[src/rtl/axi4_stream_arbiter_if.sv]
// AXI4-Stream channel bundle shared by the arbiter's source and master ports.
// master drives the stream, slave consumes it.
interface axi4_stream_arbiter_if #(
   parameter int DATA_WIDTH  = 32,
   parameter int TKEEP_WIDTH = 4
);
   logic                   TVALID;
   logic                   TREADY;
   logic [DATA_WIDTH-1:0]  TDATA;
   logic [TKEEP_WIDTH-1:0] TKEEP;
   logic                   TLAST;
   logic [1:0]             TDEST;
   logic [7:0]             TID;

   modport master (
      output TVALID,
      output TDATA,
      output TKEEP,
      output TLAST,
      output TDEST,
      output TID,
      input  TREADY
   );

   modport slave (
      input  TVALID,
      input  TDATA,
      input  TKEEP,
      input  TLAST,
      output TREADY
   );
endinterface

[src/rtl/axi4_stream_arbiter.sv]
// Two-input packet-granular round-robin AXI4-Stream arbiter.
// Grants move only after a TLAST beat; TDEST carries the source index.
module axi4_stream_arbiter #(
   parameter int DATA_WIDTH  = 32,
   parameter int TKEEP_WIDTH = 4
) (
   input  logic                        ACLK,
   input  logic                        RSTN,
   input  logic                        EN,
   axi4_stream_arbiter_if.slave        S0,
   axi4_stream_arbiter_if.slave        S1,
   axi4_stream_arbiter_if.master       M,
   output logic [1:0]                  GRANT,
   output logic                        BUSY,
   output logic [31:0]                 PKT_CNT0,
   output logic [31:0]                 PKT_CNT1
);

   typedef enum logic [1:0] {
      IDLE = 2'd0,
      GNT0 = 2'd1,
      GNT1 = 2'd2
   } state_e;

   state_e      state_q, state_d;
   logic        last_q, last_d;
   logic [31:0] cnt0_q, cnt0_d;
   logic [31:0] cnt1_q, cnt1_d;

   logic                   vld;
   logic                   lst;
   logic [DATA_WIDTH-1:0]  data_sel;
   logic [TKEEP_WIDTH-1:0] keep_sel;
   logic                   rdy0;
   logic                   rdy1;
   logic [1:0]             dest;
   logic [1:0]             grant;

   always_ff @(posedge ACLK or negedge RSTN) begin
      if (!RSTN) begin
         state_q <= IDLE;
         last_q  <= 1'b1;
         cnt0_q  <= '0;
         cnt1_q  <= '0;
      end else begin
         state_q <= state_d;
         last_q  <= last_d;
         cnt0_q  <= cnt0_d;
         cnt1_q  <= cnt1_d;
      end
   end

   // Both valid: serve the source that did not own the last packet.
   always_comb begin
      state_d = state_q;
      last_d  = last_q;
      cnt0_d  = cnt0_q;
      cnt1_d  = cnt1_q;
      unique case (state_q)
         IDLE: begin
            if (EN) begin
               if (S0.TVALID && S1.TVALID) begin
                  state_d = last_q ? GNT0 : GNT1;
               end else if (S0.TVALID) begin
                  state_d = GNT0;
               end else if (S1.TVALID) begin
                  state_d = GNT1;
               end
            end
         end
         GNT0: begin
            if (S0.TVALID && M.TREADY && S0.TLAST) begin
               state_d = IDLE;
               last_d  = 1'b0;
               cnt0_d  = cnt0_q + 32'd1;
            end
         end
         GNT1: begin
            if (S1.TVALID && M.TREADY && S1.TLAST) begin
               state_d = IDLE;
               last_d  = 1'b1;
               cnt1_d  = cnt1_q + 32'd1;
            end
         end
         default: state_d = IDLE;
      endcase
   end

   always_comb begin
      vld      = 1'b0;
      lst      = 1'b0;
      data_sel = '0;
      keep_sel = '0;
      rdy0     = 1'b0;
      rdy1     = 1'b0;
      dest     = 2'd0;
      grant    = 2'b00;
      unique case (state_q)
         GNT0: begin
            vld      = S0.TVALID;
            lst      = S0.TLAST;
            data_sel = S0.TDATA;
            keep_sel = S0.TKEEP;
            rdy0     = M.TREADY;
            grant    = 2'b01;
         end
         GNT1: begin
            vld      = S1.TVALID;
            lst      = S1.TLAST;
            data_sel = S1.TDATA;
            keep_sel = S1.TKEEP;
            rdy1     = M.TREADY;
            dest     = 2'd1;
            grant    = 2'b10;
         end
         default: ;
      endcase
   end

   assign M.TVALID  = vld;
   assign M.TLAST   = lst;
   assign M.TDATA   = data_sel;
   assign M.TKEEP   = keep_sel;
   assign M.TDEST   = dest;
   assign M.TID     = 8'd0;
   assign S0.TREADY = rdy0;
   assign S1.TREADY = rdy1;
   assign GRANT     = grant;
   assign BUSY      = |grant;
   assign PKT_CNT0  = cnt0_q;
   assign PKT_CNT1  = cnt1_q;

endmodule

[src/flat_wrapper.sv]
// flat-port wrapper written by rule: the top's interface ports become plain ports
module axi4_stream_arbiter_flat 
#(
   parameter int DATA_WIDTH  = 32,
   parameter int TKEEP_WIDTH = 4
)
  (ACLK, RSTN, EN, GRANT, BUSY, PKT_CNT0, PKT_CNT1, S0_TVALID, S0_TDATA, S0_TKEEP, S0_TLAST, S0_TREADY, S1_TVALID, S1_TDATA, S1_TKEEP, S1_TLAST, S1_TREADY, M_TVALID, M_TDATA, M_TKEEP, M_TLAST, M_TDEST, M_TID, M_TREADY);
  axi4_stream_arbiter_if #(.DATA_WIDTH(DATA_WIDTH), .TKEEP_WIDTH(TKEEP_WIDTH)) S0_i ();
  axi4_stream_arbiter_if #(.DATA_WIDTH(DATA_WIDTH), .TKEEP_WIDTH(TKEEP_WIDTH)) S1_i ();
  axi4_stream_arbiter_if #(.DATA_WIDTH(DATA_WIDTH), .TKEEP_WIDTH(TKEEP_WIDTH)) M_i ();
  input  logic ACLK;
  input  logic RSTN;
  input  logic EN;
  output logic [1:0] GRANT;
  output logic BUSY;
  output logic [31:0] PKT_CNT0;
  output logic [31:0] PKT_CNT1;
  input wire logic [$bits(S0_i.TVALID)-1:0] S0_TVALID;
  input wire logic [$bits(S0_i.TDATA)-1:0] S0_TDATA;
  input wire logic [$bits(S0_i.TKEEP)-1:0] S0_TKEEP;
  input wire logic [$bits(S0_i.TLAST)-1:0] S0_TLAST;
  output wire logic [$bits(S0_i.TREADY)-1:0] S0_TREADY;
  input wire logic [$bits(S1_i.TVALID)-1:0] S1_TVALID;
  input wire logic [$bits(S1_i.TDATA)-1:0] S1_TDATA;
  input wire logic [$bits(S1_i.TKEEP)-1:0] S1_TKEEP;
  input wire logic [$bits(S1_i.TLAST)-1:0] S1_TLAST;
  output wire logic [$bits(S1_i.TREADY)-1:0] S1_TREADY;
  output wire logic [$bits(M_i.TVALID)-1:0] M_TVALID;
  output wire logic [$bits(M_i.TDATA)-1:0] M_TDATA;
  output wire logic [$bits(M_i.TKEEP)-1:0] M_TKEEP;
  output wire logic [$bits(M_i.TLAST)-1:0] M_TLAST;
  output wire logic [$bits(M_i.TDEST)-1:0] M_TDEST;
  output wire logic [$bits(M_i.TID)-1:0] M_TID;
  input wire logic [$bits(M_i.TREADY)-1:0] M_TREADY;
  assign S0_i.TVALID = S0_TVALID;
  assign S0_i.TDATA = S0_TDATA;
  assign S0_i.TKEEP = S0_TKEEP;
  assign S0_i.TLAST = S0_TLAST;
  assign S0_TREADY = S0_i.TREADY;
  assign S1_i.TVALID = S1_TVALID;
  assign S1_i.TDATA = S1_TDATA;
  assign S1_i.TKEEP = S1_TKEEP;
  assign S1_i.TLAST = S1_TLAST;
  assign S1_TREADY = S1_i.TREADY;
  assign M_TVALID = M_i.TVALID;
  assign M_TDATA = M_i.TDATA;
  assign M_TKEEP = M_i.TKEEP;
  assign M_TLAST = M_i.TLAST;
  assign M_TDEST = M_i.TDEST;
  assign M_TID = M_i.TID;
  assign M_i.TREADY = M_TREADY;
  axi4_stream_arbiter #(.DATA_WIDTH(DATA_WIDTH), .TKEEP_WIDTH(TKEEP_WIDTH)) u_core (.ACLK(ACLK), .RSTN(RSTN), .EN(EN), .S0(S0_i), .S1(S1_i), .M(M_i), .GRANT(GRANT), .BUSY(BUSY), .PKT_CNT0(PKT_CNT0), .PKT_CNT1(PKT_CNT1));
endmodule
[config.mk]
export PLATFORM = sky130hd
export DESIGN_NAME = axi4_stream_arbiter_flat
export DESIGN_NICKNAME = d
export VERILOG_FILES = /design/src/rtl/axi4_stream_arbiter_if.sv /design/src/rtl/axi4_stream_arbiter.sv /design/src/flat_wrapper.sv
export SDC_FILE = /design/constraint.sdc
export NUM_CORES = 1
export LEC_CHECK = 0
export BUFFER_PORTS_ARGS = -buffer_cell sky130_fd_sc_hd__clkbuf_2
export CORE_MARGIN = 1.5
export CORE_UTILIZATION = 45
export DETAILED_ROUTE_END_ITERATION = 7
export PLACE_DENSITY = 0.81
export SLEW_MARGIN = 20
export SYNTH_ARGS = -nofsm -noshare
export SYNTH_HDL_FRONTEND = slang
export SYNTH_SLANG_ARGS = --single-unit
[constraint.sdc]
create_clock -name ACLK -period 3.4 [get_ports ACLK]
set_clock_uncertainty 0.2 [all_clocks]
set_input_delay 0.68 -clock ACLK [delete_from_list [all_inputs] [get_ports ACLK]]
set_output_delay 0.68 -clock ACLK [all_outputs]
set_load 0.005 [all_outputs]
==> metrics.md, run 1 <==
| Metric | Value |
|---|---|
| Multiplexer share of the synthesized area | 0.00301 |
| Leading area contributor after synthesis | dfrtp_1 |
| Arrival @ worst endpoint | roughly 1.9 ns |
| # resized after CTS | 0 |
| Die X | 94.3 um |
| Post-synthesis xor/xnor area fraction | 0.145 |
| Via count | 3425 |
| Antenna viol nets, final | 0 |
| Vias in the first global route | 3176 |
| Leak | 2.51 nW |
| Worst-path cell chain | inv_1 -> ha_1 -> buf_4 -> a22oi_1 -> nor2b_1 -> clkbuf_2 |
| First-pass GRT wire length | approximately 15000 um |
| Max_slew headroom | 0.570 |
| Initial Util | 0.461 |
| Post-synthesis register bit count | 67 |
| Drc violations | 0 |
| Routability Congestion | around 0.79 |
| Nets | roughly 650 |
| Top-area cell type share of the netlist area | 0.441 |
| Largest cells by area after synthesis | dfrtp_1, xnor2_1, a22oi_1 |
| Post-Synth Simple-Gate Area | 0.251 |
| CTS tree | yes |
| Largest family of logic cells by synthesized area | simple AND/OR/NAND/NOR gates |
| Post-CTS setup buffer count | 0 |
| CTS buffer count | 9 |
| Post-CTS Hold Buffers | 0 |
| Maximum clock frequency | 356 MHz |
| Post-Synth Adder-Cell Area | 0.0234 |
| Fin util | 0.606 |
| PortBufs | 187 |
| HPWL after DPL | 7340 um |
| Warning count from the yosys run | 0 |
| Initial DRC Count | 157 |
| Sink Count | 67 |
| Power Dens Cells | slightly above 500 nW/um^2 |
| Worst hold path type | in2async |
| Cell count after synthesis | 380 |
| Worst setup SP type | register |
| Commonest non-fill, non-tap cells in the layout | clkbuf_2, dfrtp_1, xnor2_1 |
| Max rail drop VDD | 347 uV |
| Max Cap Violations | 0 |
| Die ar. | 8880 sq um |
| CP max-delay cell | dfrtp_1 |
| Post-synthesis sequential area ratio | 0.448 |
| Latest clock arrival within the worst-skew pair | 0.33 ns |
| Core area | around 8000 sq um |
| Drt pass-1 iters | 4 |
| Pre-CTS WS | between 0.6 and 0.7 ns |
| Overall Global Routing Usage | 0.209 |
| Clock Tree Buf Depth | 2 |
| Remaining Overflow, GRT | 0 |
| Pins Over Slew Limit | 0 |
| Final setup violation count | 0 |
| Pwr Total | 2.53 mW |
| Vias per cell | 5.08 |
| Outcome | finished, final reports clean |
| Worst path max stage delay | 0.42 ns |
| Root Buffer | clkbuf_8 |
| Synthesized cell area | 3750 sq um |
| H-Tree Level Count | 3 |
| Die Y | roughly 94 um |
| Worst-Margin Slew | 0.640 ns |
| Share of cells above drive strength 1 | 0.380 |
| CP Data Required Time | 2.52 ns |
| Period minus WS final | 2.81 ns |
| Netlist cell types | 35 |
| Min Hold Slack | around 0.11 ns |
| Layout Area Growth over Synthesis | 31.5% |
| Largest net degree at the start of global routing | 44 |
| Mapped Avg Cell Area | 9.86 sq um |
| Final Cycle Share | 0.826 |
| Unrepaired setup endpoints after global routing | false |
| Final Hold Viols | 0 |
| Wire per inst | 14.1 um |
| Drt total wl | between 9000 and 10000 um |
| Compound-Gate Fraction of Synth Area | 0.0845 |
| I/O pins | 197 |
| Critical path fanouts, max | between 40 and 50 |
| TNS Setup | 0 ns |
| Rows | 33 |
| Commonest non-fill, non-tap cell in the layout | clkbuf_2 |
| Final worst slack | about 0.59 ns |
| Ant diodes | 0 |
| CP endpoint kind | output port |
| Initial antenna violation count | 0 |
| Clk pin slew, worst setup/hold paths | 0.07 ns |
| Crit Path Class | reg2out |
-- state kept, by name, indices dropped and copies added, names as in the netlist --
name,flops
u_core.PKT_CNT0,32
u_core.state_q,2
u_core.PKT_CNT1,32
u_core.last_q,1
-- worst max-delay path: cells and delay by family (launching register included) --
| kind | cells | cell delay, ns |
|---|---|---|
| adder cells (fa/ha/maj) | 1 | 0.19 |
| AO/OA/AOI/OAI | 1 | 0.18 |
| AND/OR/NAND/NOR | 1 | 0.16 |
| buffers and inverters | 3 | 0.65 |
| flip-flops | 1 | 0.42 |
-- logic make-up (layout without fill, tap and decap cells) --
kind of cell / count (synthesis) / after routing
xor+xnor: 62 / 62
mux: 1 / 1
other cells: 1 / 9
compound gates: 43 / 43
buf+inv: 32 / 213
fa+ha+maj: 7 / 7
simple gates: 167 / 167
flops: 67 / 67
-- area by class of cell --
type	instances	area, sq um
fillers	684	3210
multi-input cells	289	1930
flip-flops and latches	67	1680
repair buffers	192	973
clock buffers	12	145
well taps	105	131
clock inverters	4	50.0
inverters	5	18.8
-- per-stage QoR --
step           instance area [sq um]  cells
3_3_place_gp                    4730    658
6_report                        4930    674
2_1_floorplan                   3780    388
4_1_cts                         4930    674
5_1_grt                         4930    674
3_5_place_dp                    4730    658
-- where the power goes --
part | switching (mW) | internal, mW
logic | 0.520 | 0.466
clock network | 0.299 | 0.358
registers | 0.0495 | 0.840
-- per-layer routing --
metal,routed length [um],share of wire,GRT usage
met1,3970,0.42,0.259
met2,4790,0.51,0.357
met3,589,0.062,0.0469
met4,123,0.013,0.0721
met5,0,0,0
-- cell usage after synthesis --
cell type and instances:
a22oi_1 39, and2_0 1, and2_1 5, and3_1 12, and3_4 1, and4_1 7
buf_1 3, buf_2 2, buf_4 12, clkbuf_1 10, conb_1 1, dfrtp_1 66
dfstp_2 1, ha_1 7, inv_1 5, mux2_2 1, nand2_1 35, nand2b_1 2
nand3_1 25, nand4_1 16, nand4_2 1, nor2_1 10, nor2_2 3, nor2b_1 38
nor3_1 5, nor3_2 1, nor4_1 1, o21ai_0 3, o22a_1 1, or3_1 1
or3_4 1, or3b_1 1, or4_4 1, xnor2_1 48, xor2_1 14
-- final timing paths --
path / from / to / slack [ns] / depth (start not counted)
setup reg to reg: u_core.state_q[0] / u_core.PKT_CNT1[23] / 0.64 / 8
max in group asynchronous: RSTN / u_core.last_q / 2.13 / 2
setup / recovery: u_core.state_q[0] / M_TKEEP[1] / 0.59 / 6
hold / removal: RSTN / u_core.PKT_CNT0[29] / 0.11 / 1
min in group ACLK: u_core.PKT_CNT1[31] / u_core.PKT_CNT1[31] / 0.27 / 1
hold reg to reg: u_core.PKT_CNT1[31] / u_core.PKT_CNT1[31] / 0.27 / 1
Note: power is estimated with default switching activity, not from simulation.
==> inputs of run 2 (changes only) <==
==> constraint.sdc (replaced) <==
create_clock -name ACLK -period 2.65 [get_ports ACLK]
set_clock_uncertainty 0.2 [all_clocks]
set_input_delay 0.53 -clock ACLK [delete_from_list [all_inputs] [get_ports ACLK]]
set_output_delay 0.53 -clock ACLK [all_outputs]
set_load 0.005 [all_outputs]
==> metrics.md, run 2 (synthesized netlist as in run 1, its figures left out) <==
| Metric | Value |
|---|---|
| Outcome | finished with violations |
| Failing checks | hold timing |
| Antenna viol nets, final | 0 (unchanged) |
| CTS tree | yes |
| Max Cap Violations | 0 (unchanged) |
| Maximum clock frequency | between 300 and 400 MHz |
| Max rail drop VDD | 565 uV (+63%) |
| Period minus WS final | 2.51 ns |
| Vias in the first global route | 3280 (+3.3%) |
| PortBufs | 187 (unchanged) |
| Die ar. | 8880 sq um (unchanged) |
| HPWL after DPL | 7660 um (+4.4%) |
| Routability Congestion | 0.836 (+6.1%) |
| Die X | 94.3 um (unchanged) |
| Core area | 8130 sq um (unchanged) |
| Via count | 3548 (+3.6%) |
| Initial DRC Count | 126 (-20%) |
| Root Buffer | clkbuf_8 |
| Post-CTS Hold Buffers | 0 (unchanged) |
| Sink Count | 67 (unchanged) |
| CP Data Required Time | 1.92 ns (-0.60 ns) |
| Nets | 656 (+0.77%) |
| Vias per cell | 5.23 (+2.8%) |
| Sw Ratio | 0.357 (+0.0140) |
| Worst hold path type | in2async |
| Min Hold Slack | -0.00273 ns (-0.113 ns) |
| Clock Tree Buf Depth | 2 (unchanged) |
| Non-Filler Instances | 679 (+0.74%) |
| Worst setup SP type | register |
| First-pass GRT wire length | 15400 um (+5.1%) |
| Crit Path Class | reg2out |
| Layout Area Growth over Synthesis | 32.9% |
| Part of the power in combinational logic | 0.411 (+0.022) |
| Remaining Overflow, GRT | 0 (unchanged) |
| Power Dens Cells | 649 nW/um^2 (+26%) |
| Post-Place Cells | 663 (+0.76%) |
| Sequential Power Share | 0.353 (+0.002) |
| Final Cycle Share | 0.947 |
| Latest clock arrival within the worst-skew pair | 0.34 ns (about the same) |
| Commonest non-fill, non-tap cells in the layout | clkbuf_2, dfrtp_1, xnor2_1 |
| Share of cells above drive strength 1 | 0.389 (+0.00889) |
| CP endpoint kind | output port |
| I/O pins | 197 (unchanged) |
| Commonest non-fill, non-tap cell in the layout | clkbuf_2 |
| Clk pin slew, worst setup/hold paths | 0.08 ns (about the same) |
| Pwr Total | 3.23 mW (+28%) |
| Final setup violation count | 0 (unchanged) |
| Arrival @ worst endpoint | 1.78 ns (-0.15 ns) |
| Largest net degree at the start of global routing | 43 (-2.3%) |
| Final Hold Viols | 3 (+3) |
| Clock Power Share | 0.236 (-0.024) |
| Wire per inst | 14.7 um (+4.9%) |
| Initial antenna violation count | 0 (unchanged) |
| Pins Over Slew Limit | 0 (unchanged) |
| Internal power | 2.08 mW (+25%) |
| Leak | 2.54 nW (+0.83%) |
| H-Tree Level Count | 3 (unchanged) |
| Initial Util | 0.461 (unchanged) |
| TNS Setup | 0 ns (unchanged) |
| Drt total wl | 10000 um (+5.7%) |
| CTS buffer count | 9 (unchanged) |
| Max_slew headroom | 0.581 (+0.0106) |
| Worst-Margin Slew | 0.629 ns (-0.0110 ns) |
| Drt pass-1 iters | 4 (unchanged) |
| Switch Pwr | 1.15 mW (+33%) |
| Ant diodes | 0 (unchanged) |
| Critical path fanouts, max | 40 (-7.0%) |
| Die Y | 94.3 um (unchanged) |
| Overall Global Routing Usage | 0.223 (+0.0131) |
| Rows | 33 (unchanged) |
| Drc violations | 0 (unchanged) |
## run 2: per-stage QoR
step                worst slack (ns)   util  instance area (sq um)
floorplan                      0.284      -                   3780
global placement               0.309  0.588                   4780
detailed placement             0.181  0.588                   4780
CTS                           0.0298  0.610                   4960
global route                 -0.0159  0.612                   4980
finish                         0.141  0.612                   4980
## run 2: worst paths after layout
kind / start / to / slack (ns) / cells past startpoint
max: u_core.state_q[1] / M_TLAST / 0.14 / 5
max reg2reg: u_core.state_q[0] / u_core.PKT_CNT1[31] / 0.15 / 7
max in group asynchronous: RSTN / u_core.PKT_CNT1[21] / 1.60 / 2
min reg2reg: u_core.PKT_CNT0[31] / u_core.PKT_CNT0[31] / 0.27 / 1
min: RSTN / u_core.PKT_CNT0[31] / -0.003 / 1
min in group ACLK: u_core.PKT_CNT0[31] / u_core.PKT_CNT0[31] / 0.27 / 1
## run 2: area by class of cell
class,count,area (sq um)
Clock buffer,11,141
Multi-Input combinational cell,289,1930
Fill cell,731,3150
Inverter,5,18.8
Sequential cell,67,1680
Timing Repair Buffer,197,1040
Clock inverter,5,38.8
Tap cell,105,131
## run 2: critical path, stage by stage, from the launching register on
cell,delay [ns]
dfrtp_1,0.41
inv_1,0.10
ha_1,0.29
buf_4,0.28
nor2b_1,0.21
clkbuf_2,0.14
## run 2: timing repair
item                                    4_1_cts  5_1_grt
endpoints found under the setup margin        0       39
buffers inserted                              0        0
gates resized for setup                       0        5
## run 2: power by group through the flow
stage	clock (mW)	combinational (mW)	sequential [mW]
floorplan	0	0.820	1.15
global placement	0	1.28	1.16
detailed placement	0	1.31	1.16
CTS	0.783	1.32	1.14
global route	0.836	1.46	1.15
finish	0.762	1.33	1.14
## run 2: routing by layer
metal / wire length (um) / vias up / track usage / share of wire
met5: 0 / - / 0 / 0
met4: 130 / 0 / 0.0622 / 0.013
met3: 634 / 16 / 0.0526 / 0.063
met2: 5220 / 141 / 0.395 / 0.52
met1: 4030 / 1707 / 0.266 / 0.40
li1: - / 1684 / - / -
